--- src/rtl/kim_fifo_pkg.sv ---
// Shared FIFO helpers: level-counter sizing and threshold checks.
// Later FIFO variants reuse this package.
package kim_fifo_pkg;

  // Level counter must hold 0..DEPTH+1 for a power-of-two DEPTH.
  function automatic int level_width(input int depth);
    return $clog2(depth) + 1;
  endfunction

  function automatic logic lvl_at_or_above(input int lvl, input int thresh);
    return (lvl >= thresh);
  endfunction

  function automatic logic lvl_at_or_below(input int lvl, input int thresh);
    return (lvl <= thresh);
  endfunction

endpackage

--- src/rtl/kim_fifo_flex_if.sv ---
// Valid/ready streaming bus; master drives valid/data, slave drives ready.
interface kim_fifo_flex_if #(
  parameter int DATA_WIDTH = 32
);
  logic                  valid;
  logic                  ready;
  logic [DATA_WIDTH-1:0] data;

  modport master (output valid, output data, input  ready);
  modport slave  (input  valid, input  data, output ready);
endinterface

--- src/rtl/kim_fifo_flex_mem.sv ---
// Simple dual-port register array: synchronous write, combinational read.
// The data array is deliberately not reset.
module kim_fifo_flex_mem #(
  parameter int DATA_WIDTH = 32,
  parameter int DEPTH      = 4,
  parameter int LOG2_DEPTH = 2
) (
  input  logic                  clk,
  input  logic                  i_w_en,
  input  logic [LOG2_DEPTH-1:0] i_w_addr,
  input  logic [DATA_WIDTH-1:0] i_w_data,
  input  logic [LOG2_DEPTH-1:0] i_r_addr,
  output logic [DATA_WIDTH-1:0] o_r_data
);

  logic [DATA_WIDTH-1:0] r_mem [DEPTH];

  always_ff @(posedge clk) begin
    if (i_w_en) r_mem[i_w_addr] <= i_w_data;
  end

  assign o_r_data = r_mem[i_r_addr];

endmodule

--- src/rtl/kim_fifo_flex.sv ---
// Valid/ready FIFO with output skid register (first-word-fall-through),
// fill level, registered almost-full/almost-empty flags and synchronous flush.
module kim_fifo_flex
  import kim_fifo_pkg::*;
#(
  parameter int DATA_WIDTH    = 32,
  parameter int DEPTH         = 4,
  parameter int LOG2_DEPTH    = 2,
  parameter int AFULL_THRESH  = DEPTH,
  parameter int AEMPTY_THRESH = 1
) (
  input  logic                clk,
  input  logic                rst,
  input  logic                flush,
  kim_fifo_flex_if.slave      s_if,
  kim_fifo_flex_if.master     m_if,
  output logic [LOG2_DEPTH:0] level,
  output logic                almost_full,
  output logic                almost_empty
);

  localparam int PTR_W = LOG2_DEPTH + 1;

  // Pointers carry a wrap bit above the address bits.
  logic [PTR_W-1:0]      r_wptr;
  logic [PTR_W-1:0]      r_rptr;
  logic [PTR_W-1:0]      r_level;
  logic                  r_out_valid;
  logic [DATA_WIDTH-1:0] r_out_data;
  logic                  r_afull;
  logic                  r_aempty;

  logic [PTR_W-1:0]      w_mem_count;
  logic                  w_mem_empty;
  logic                  w_s_ready;
  logic                  w_accept;
  logic                  w_pop;
  logic                  w_bypass;
  logic                  w_wr_en;
  logic                  w_refill;
  logic [PTR_W-1:0]      w_level_next;
  logic [DATA_WIDTH-1:0] w_mem_rdata;

  assign w_mem_count = r_wptr - r_rptr;
  assign w_mem_empty = (r_wptr == r_rptr);
  assign w_s_ready   = !flush && (w_mem_count != PTR_W'(DEPTH));
  assign w_accept    = s_if.valid && w_s_ready;
  assign w_pop       = r_out_valid && m_if.ready;
  assign w_bypass    = w_accept && w_mem_empty && (!r_out_valid || w_pop);
  assign w_wr_en     = w_accept && !w_bypass;
  assign w_refill    = w_pop && !w_mem_empty;

  always_comb begin
    w_level_next = r_level;
    if (flush)                  w_level_next = '0;
    else if (w_accept && !w_pop) w_level_next = r_level + PTR_W'(1);
    else if (w_pop && !w_accept) w_level_next = r_level - PTR_W'(1);
  end

  kim_fifo_flex_mem #(
    .DATA_WIDTH (DATA_WIDTH),
    .DEPTH      (DEPTH),
    .LOG2_DEPTH (LOG2_DEPTH)
  ) u_mem (
    .clk      (clk),
    .i_w_en   (w_wr_en),
    .i_w_addr (r_wptr[LOG2_DEPTH-1:0]),
    .i_w_data (s_if.data),
    .i_r_addr (r_rptr[LOG2_DEPTH-1:0]),
    .o_r_data (w_mem_rdata)
  );

  always_ff @(posedge clk or posedge rst) begin
    if (rst) begin
      r_wptr      <= '0;
      r_rptr      <= '0;
      r_level     <= '0;
      r_out_valid <= 1'b0;
      r_out_data  <= '0;
      r_afull     <= 1'b0;
      r_aempty    <= lvl_at_or_below(0, AEMPTY_THRESH);
    end else begin
      r_level  <= w_level_next;
      r_afull  <= lvl_at_or_above(int'(w_level_next), AFULL_THRESH);
      r_aempty <= lvl_at_or_below(int'(w_level_next), AEMPTY_THRESH);
      if (flush) begin
        // A pop in this cycle has already been delivered; just discard state.
        r_wptr      <= '0;
        r_rptr      <= '0;
        r_out_valid <= 1'b0;
      end else begin
        if (w_wr_en)  r_wptr <= r_wptr + PTR_W'(1);
        if (w_refill) r_rptr <= r_rptr + PTR_W'(1);
        if (w_bypass) begin
          r_out_valid <= 1'b1;
          r_out_data  <= s_if.data;
        end else if (w_refill) begin
          r_out_valid <= 1'b1;
          r_out_data  <= w_mem_rdata;
        end else if (w_pop) begin
          r_out_valid <= 1'b0;
        end
      end
    end
  end

  assign s_if.ready   = w_s_ready;
  assign m_if.valid   = r_out_valid;
  assign m_if.data    = r_out_data;
  assign level        = r_level;
  assign almost_full  = r_afull;
  assign almost_empty = r_aempty;

endmodule

--- src/flat_wrapper.sv ---
// flat-port wrapper written by rule: the top's interface ports become plain ports
module kim_fifo_flex_flat import kim_fifo_pkg::*;
#(
  parameter int DATA_WIDTH    = 32,
  parameter int DEPTH         = 4,
  parameter int LOG2_DEPTH    = 2,
  parameter int AFULL_THRESH  = DEPTH,
  parameter int AEMPTY_THRESH = 1
)
  (clk, rst, flush, level, almost_full, almost_empty, s_if_valid, s_if_data, s_if_ready, m_if_valid, m_if_data, m_if_ready);
  kim_fifo_flex_if #(.DATA_WIDTH(DATA_WIDTH)) s_if_i ();
  kim_fifo_flex_if #(.DATA_WIDTH(DATA_WIDTH)) m_if_i ();
  input  logic clk;
  input  logic rst;
  input  logic flush;
  output logic [LOG2_DEPTH:0] level;
  output logic almost_full;
  output logic almost_empty;
  input wire logic [$bits(s_if_i.valid)-1:0] s_if_valid;
  input wire logic [$bits(s_if_i.data)-1:0] s_if_data;
  output wire logic [$bits(s_if_i.ready)-1:0] s_if_ready;
  output wire logic [$bits(m_if_i.valid)-1:0] m_if_valid;
  output wire logic [$bits(m_if_i.data)-1:0] m_if_data;
  input wire logic [$bits(m_if_i.ready)-1:0] m_if_ready;
  assign s_if_i.valid = s_if_valid;
  assign s_if_i.data = s_if_data;
  assign s_if_ready = s_if_i.ready;
  assign m_if_valid = m_if_i.valid;
  assign m_if_data = m_if_i.data;
  assign m_if_i.ready = m_if_ready;
  kim_fifo_flex #(.DATA_WIDTH(DATA_WIDTH), .DEPTH(DEPTH), .LOG2_DEPTH(LOG2_DEPTH), .AFULL_THRESH(AFULL_THRESH), .AEMPTY_THRESH(AEMPTY_THRESH)) u_core (.clk(clk), .rst(rst), .flush(flush), .s_if(s_if_i), .m_if(m_if_i), .level(level), .almost_full(almost_full), .almost_empty(almost_empty));
endmodule
--- config.mk ---
export PLATFORM = sky130hd
export DESIGN_NAME = kim_fifo_flex_flat
export DESIGN_NICKNAME = d
export VERILOG_FILES = /design/src/rtl/kim_fifo_pkg.sv /design/src/rtl/kim_fifo_flex_if.sv /design/src/rtl/kim_fifo_flex_mem.sv /design/src/rtl/kim_fifo_flex.sv /design/src/flat_wrapper.sv
export SDC_FILE = /design/constraint.sdc
export NUM_CORES = 1
export LEC_CHECK = 0
export ABC_CLOCK_PERIOD_IN_PS = 4270
export CAP_MARGIN = 20
export CORE_ASPECT_RATIO = 1.1
export CORE_UTILIZATION = 42
export CTS_BUF_LIST = sky130_fd_sc_hd__clkbuf_4 sky130_fd_sc_hd__clkbuf_8 sky130_fd_sc_hd__clkbuf_16
export CTS_CLUSTER_DIAMETER = 80
export DETAILED_ROUTE_END_ITERATION = 16
export GPL_TIMING_DRIVEN = 0
export SYNTH_ARGS = -nofsm -noshare
export SYNTH_HDL_FRONTEND = slang
export SYNTH_SLANG_ARGS = --single-unit
--- constraint.sdc ---
create_clock -name clk -period 4.27 [get_ports clk]
set_input_delay 1.0675 -clock clk [delete_from_list [all_inputs] [get_ports clk]]
set_output_delay 1.0675 -clock clk [all_outputs]
set_load 0.02 [all_outputs]
======== After elaboration in Yosys (flattened, before gate mapping) ========
Memories as Yosys holds them, arrays and structs flattened.
Index checks and enable logic that the tools add are counted.
word-level totals
  bits in read-only memories .............. 0
  word-level logic and storage cells ...... 54
  input bits .............................. 37
  memories kept ........................... 1
  memory bits (writable) .................. 128
  latch bits .............................. 0
  bits in registers ....................... 44
cells by class
  $lt $le $gt $ge ......................... 2
  reduce and logical (&&, ||, !) cells .... 21
  div/mod/pow operators ................... 0
  add/sub/neg operators ................... 5
  muxes and demuxes ....................... 15
  $mul .................................... 0
  shift operators ......................... 0
  equal/unequal tests ..................... 2
  bitwise logic cells ..................... 1
memory list
  memory              words  bits a word  rd ports  clocked after Yosys merged registers in  wr ports  RTL line                 text
  u_core.u_mem.r_mem  4      32           1         0                                        1         kim_fifo_flex_mem.sv:16  logic [DATA_WIDTH-1:0] r_mem [DEPTH];
operator list
  kind                   count
  $mux W32               2
  $mux W3                7
  $add A3 B1 Y3 const B  3
  $logic_and A1 B1 Y1    9
  $logic_not A1 Y1       6
  $mux W1                6
  $reduce_bool A2 Y1     3
  $reduce_bool A4 Y1     1
  $eq A3 B3 Y1           1
  $ge A3 B3 Y1 const B   1
  $le A3 B1 Y1 const B   1
  $ne A3 B3 Y1 const B   1
  $sub A3 B1 Y3 const B  1
  $sub A3 B3 Y3          1
  $reduce_and A2 Y1      1
  $logic_or A1 B1 Y1     1
  $not A1 Y1             1

======== Longest topological paths before layout ========
Gate-level depths: netlist of run 1.
  word-level depth ........................ 10
  mapped depth ............................ 10
  mapped depth without buffers ............ 7

======== Cells and area by module ========
From an unflattened synthesis of run 1, not the netlist that was laid out.
unflattened totals
  cells, all modules ...................... 355
  area total of the unflattened synthesis .. 7278.2 sq um
by module, submodules not included
  module             cells each  times used  seq. area each (sq um)  area an instance (sq um)
  kim_fifo_flex_mem  171         1           3843.7                  4689.5
  kim_fifo_flex      184         1           1077.3                  2588.7

======== Least setup slack after synthesis of run 1 ========
Ideal clock, no wire load.
  kind .................................... flip-flop to flip-flop
  start point ............................. register u_core.r_rptr[1]
  end point ............................... memory u_core.u_mem.r_mem[3][0], enable pin
  arrival ................................. 2.932 ns
  slack ................................... 0.944 ns
  clock period less this slack ............ 3.326 ns
  path buffers ............................ 3
  cell stages (with the launch flop) ...... 10
  path through ............................ dfrtp_1 -> clkbuf_1 -> buf_1 -> inv_1 -> ha_1 -> nand2b_1 -> clkbuf_1 -> xor2_1 -> a211oi_2 -> and2_1
on the way
  word-level cells in the longest chain between the ends .. 10
  elaborated cells on any way between the ends .. 11
  classes of those cells .................. add/sub (1); eq/ne (2); mux (2); reduce/logical (6)
RTL lines
  item                               RTL line                 text
  start: declaration                 kim_fifo_flex.sv:26      logic [PTR_W-1:0] r_rptr;
  start signal: assignment           kim_fifo_flex.sv:93      if (w_refill) r_rptr <= r_rptr + PTR_W'(1);
  $sub A3 B3 Y3                      kim_fifo_flex.sv:44      assign w_mem_count = r_wptr - r_rptr;
  $ne A3 B3 Y1                       kim_fifo_flex.sv:46      assign w_s_ready = !flush && (w_mem_count != PTR_W'(DEPTH));
  $logic_and A1 B1 Y1                kim_fifo_flex.sv:46
  $logic_and A1 B1 Y1                kim_fifo_flex.sv:47      assign w_accept = s_if.valid && w_s_ready;
  $logic_and A1 B1 Y1 (2 in series)  kim_fifo_flex.sv:49      assign w_bypass = w_accept && w_mem_empty && (!r_out_valid || w_pop);
  $logic_not A1 Y1                   kim_fifo_flex.sv:50      assign w_wr_en = w_accept && !w_bypass;
  $logic_and A1 B1 Y1 *              kim_fifo_flex.sv:50
  $mux W1 *                          kim_fifo_flex_mem.sv:19  if (i_w_en) r_mem[i_w_addr] <= i_w_data;
  $mux W1 (implied by the code) *    kim_fifo_flex_mem.sv:19
  end: declaration                   kim_fifo_flex_mem.sv:16
Mark *: on every way between the ends. The rest lies on a longest branch, timed or not.

======== Final worst setup path of run 1 ========
  start point ............................. input port flush
  end point ............................... output port s_if_ready
on the way
  word-level cells in the longest chain between the ends .. 2
RTL lines
  item                 RTL line             text
  start: declaration   flat_wrapper.sv:15   input logic flush;
  $logic_not A1 Y1     kim_fifo_flex.sv:46
  $logic_and A1 B1 Y1  kim_fifo_flex.sv:46
  end: declaration     flat_wrapper.sv:21   output wire logic [$bits(s_if_i.ready)-1:0] s_if_ready;
Every way passes these cells.

==> results of run 1 <==
[repair_timing]
action	CTS	global route
setup endpoints to repair	1	1
pin swaps	0	0
cloned	0	0
resized for setup	1	1
[layout make-up]
cell class              instances  area, sq um  area share
flip-flops and latches        171         4921      0.5400
multi-input cells             166         2213      0.2429
repair buffers                 79        855.8     0.09390
clock buffers                  20        454.2     0.04984
well taps                     234        292.8     0.03213
clock inverters                11        215.2     0.02361
plain buffers                  18        123.9     0.01359
inverters                      10        37.54    0.004119
[logic make-up after synthesis]
| logic type | count (synthesis) | share of synthesized area |
|---|---|---|
| compound gates | 14 | 0.01424 |
| simple gates | 36 | 0.02986 |
| mux | 99 | 0.2327 |
| fa+ha+maj | 9 | 0.01545 |
| xor+xnor | 8 | 0.01064 |
| buf+inv | 29 | 0.02214 |
| flops | 171 | 0.6750 |
[worst reg2reg max path, stage by stage (launching register included)]
cell and delay, ns:
dfrtp_1 0.52, clkbuf_4 0.33, inv_1 0.07, ha_1 0.21
nand2b_1 0.14, clkbuf_1 0.18, xor2_1 0.21, a211oi_2 0.44
and2_2 0.54, buf_16 0.24
[metrics by stage]
step / cell area [sq um] / power [mW] / TNS (ns)
finish: 9114 / 4.248 / 0
global route: 9114 / 4.394 / 0
CTS: 9115 / 4.293 / 0
detailed placement: 8444 / 2.551 / 0
global placement: 8324 / 2.539 / -33.33
floorplan: 7291 / 2.286 / 0
[report_power, final]
| part | internal [mW] | leakage (nW) | switching (mW) |
|---|---|---|---|
| clock | 1.12 | 0.328 | 0.613 |
| combinational | 0.326 | 1.31 | 0.250 |
| sequential | 1.88 | 1.68 | 0.0546 |
[how the worst max path moves through the flow]
stage,end,slack (ns)
after floorplan,u_core.u_mem.r_mem[3][0],0.94
after global placement,u_core.u_mem.r_mem[3][3],-0.29
after detailed placement,s_if_ready,0.19
after CTS,s_if_ready,0.05
after global routing,s_if_ready,0.08
final,s_if_ready,0.21
[sequential cells by signal, summed over array words and instances, names as in the netlist]
name / flops
u_core.r_rptr: 3
u_core.r_wptr: 3
u_core.m_if.data: 32
u_core.almost_full: 1
u_core.almost_empty: 1
u_core.level: 2
u_core.m_if.valid: 1
u_core.u_mem.r_mem: 128
[synthesized netlist by cell type, drive strengths merged, types with 2 or more instances]
| cell type | count |
|---|---|
| a21oi | 3 |
| nor4b | 2 |
| mux2 | 64 |
| edfxtp | 128 |
| mux2i | 3 |
| clkbuf | 7 |
| dfrtp | 42 |
| ha | 9 |
| xnor2 | 6 |
| a211oi | 3 |
| xor2 | 2 |
| a31oi | 2 |
| nand3 | 2 |
| nor3b | 2 |
| nand2 | 4 |
| mux4 | 32 |
| buf | 12 |
| nand2b | 6 |
| and2 | 4 |
| inv | 10 |
| nor2 | 11 |
[per-layer routing]
| metal | global-route usage | vias up |
|---|---|---|
| li1 | - | 1620 |
| met1 | 0.2126 | 1835 |
| met2 | 0.2637 | 87 |
| met3 | 0.03896 | 10 |
| met4 | 0.05387 | 0 |
| met5 | 0 | - |
==> metrics.csv, run 1 <==
metric,value,unit
fin_crit_sh,0.9502,
final_common_cell,edfxtp_1,
die_width,127.6,microns
io_pins,76,
hold_path_class,flip-flop to flip-flop,
wl_per_cell,18.83,microns
min_to,u_core.m_if.data[1],
r2r-end,u_core.u_mem.r_mem[1][10],
min_period,4.057,ns
critical_path.startpoint,flush,
numCtsBuffers,17,
hold_path_startpoint,u_core.m_if.data[1],
num_antenna_cells,0,
drtIter0Drc,240,
rr_worst_depth,9,
synth_top_area_cell,edfxtp_1,
layout_setup_ws,0.2128,ns
synth.area.top_cells,"edfxtp_1, dfrtp_1, mux2_4",
cts_max_level,4,
met2_length,6760,microns
vdd_drop_max,0.2848,mV
cp_num_cells,5,
synth_nets,412,
cts_setup_buffers,0,
portBuffers,74,
worst_pin_slew,0.7143,ns
drive_above_1_share,0.3263,
power_density,466.1,nW/um^2
max_freq,0.2465,GHz
fillers,1384,
critPathMostFrequentCell,clkdlybuf4s50_1,
grt_pass1_wl,20960,microns
start_kind,input pin,
dpl.hpwl,8672,microns
synth.top_cell.area_share,0.5272,
antenna_left,0,
finClkSkew,0.009615,ns
cts.sinks,171,
area_growth,25.00,%
leakagePower,3.314,nW
cts_root_buf,clkbuf_16,
cp_data_arrival_time,2.99,ns
synth_ff_type,edfxtp_1,
status,finished clean,
rsz0062_at_grt,false,
slew_violations,0,
met1Wirelength,5913,microns
synth_edf_count,128,
setup_viol,0,
overflow,0,
dieArea,17890,sq um
final_cell_mix,"edfxtp_1, clkdlybuf4s50_1, mux2_4, dfrtp_1, mux4_2",
coreArea,17020,sq um
vias,3552,
final_util,0.5356,
synthesis.area,7291,sq um
nNetsFinal,509,
clkSlewWorstSetupHoldPaths,0.06,ns
final_cells,709,
worst-r2r-setup-slack,1.08,ns
syn_area_per_cell,19.92,sq um
synth_cell_types,40,
start_util,0.4285,
synthArstFlopShare,0.2515,
critPathRequiredTime,3.20,ns
grt_max_degree,33,
dr.max_layer_used,met4,
yosysSeqAreaShare,0.6750,
drt_drc_violations_left,0,
cp_cell_sequence,clkdlybuf4s50_1 > clkbuf_1 > buf_1 > a21oi_1 > clkdlybuf4s50_1,
worstSetupPathType,input pin to output pin,
end_kind,output pin,
gp_congestion,0.7823,
syn_inst,366,
yosys_warnings,0,
die_y,140.2,microns
drt_first_pass_iters,6,
grt_pass1_vias,3712,
slowest_delay,0.56,ns
crit_slowest_cell,clkdlybuf4s50_1,
worst-path-buf-inv,4,
clk_latency,0.42,ns
rows,50,
crit-reg2reg-launch,u_core.r_rptr[1],
whs,0.5089,ns
critPathMaxFanout,10,
viasPerCell,5.010,
wl_met3,524,microns
hold_viol,0,
clock_tree.buffer_depth,2,
antenna_found_initial,0,
drt_wl_total,13350,microns
cts_tree,done,
ys_seq_elements,171,
cap_violations,0,
track_usage,0.1615,
dp_cells,679,
critPathTopFamily,buffers and inverters,
max_slew_margin,0.5238,
hold_buffers,0,
pre_cts_ws,0.1908,ns
min_path_cells,1,
No activity file was read; power rests on OpenSTA's default activity.
==> run 2, diff against run 1 <==
CTS_CLUSTER_SIZE = 8   (was unset)
==> results of run 2 <==
Same layout as run 1: the final DEF is identical, and so are final timing and power.
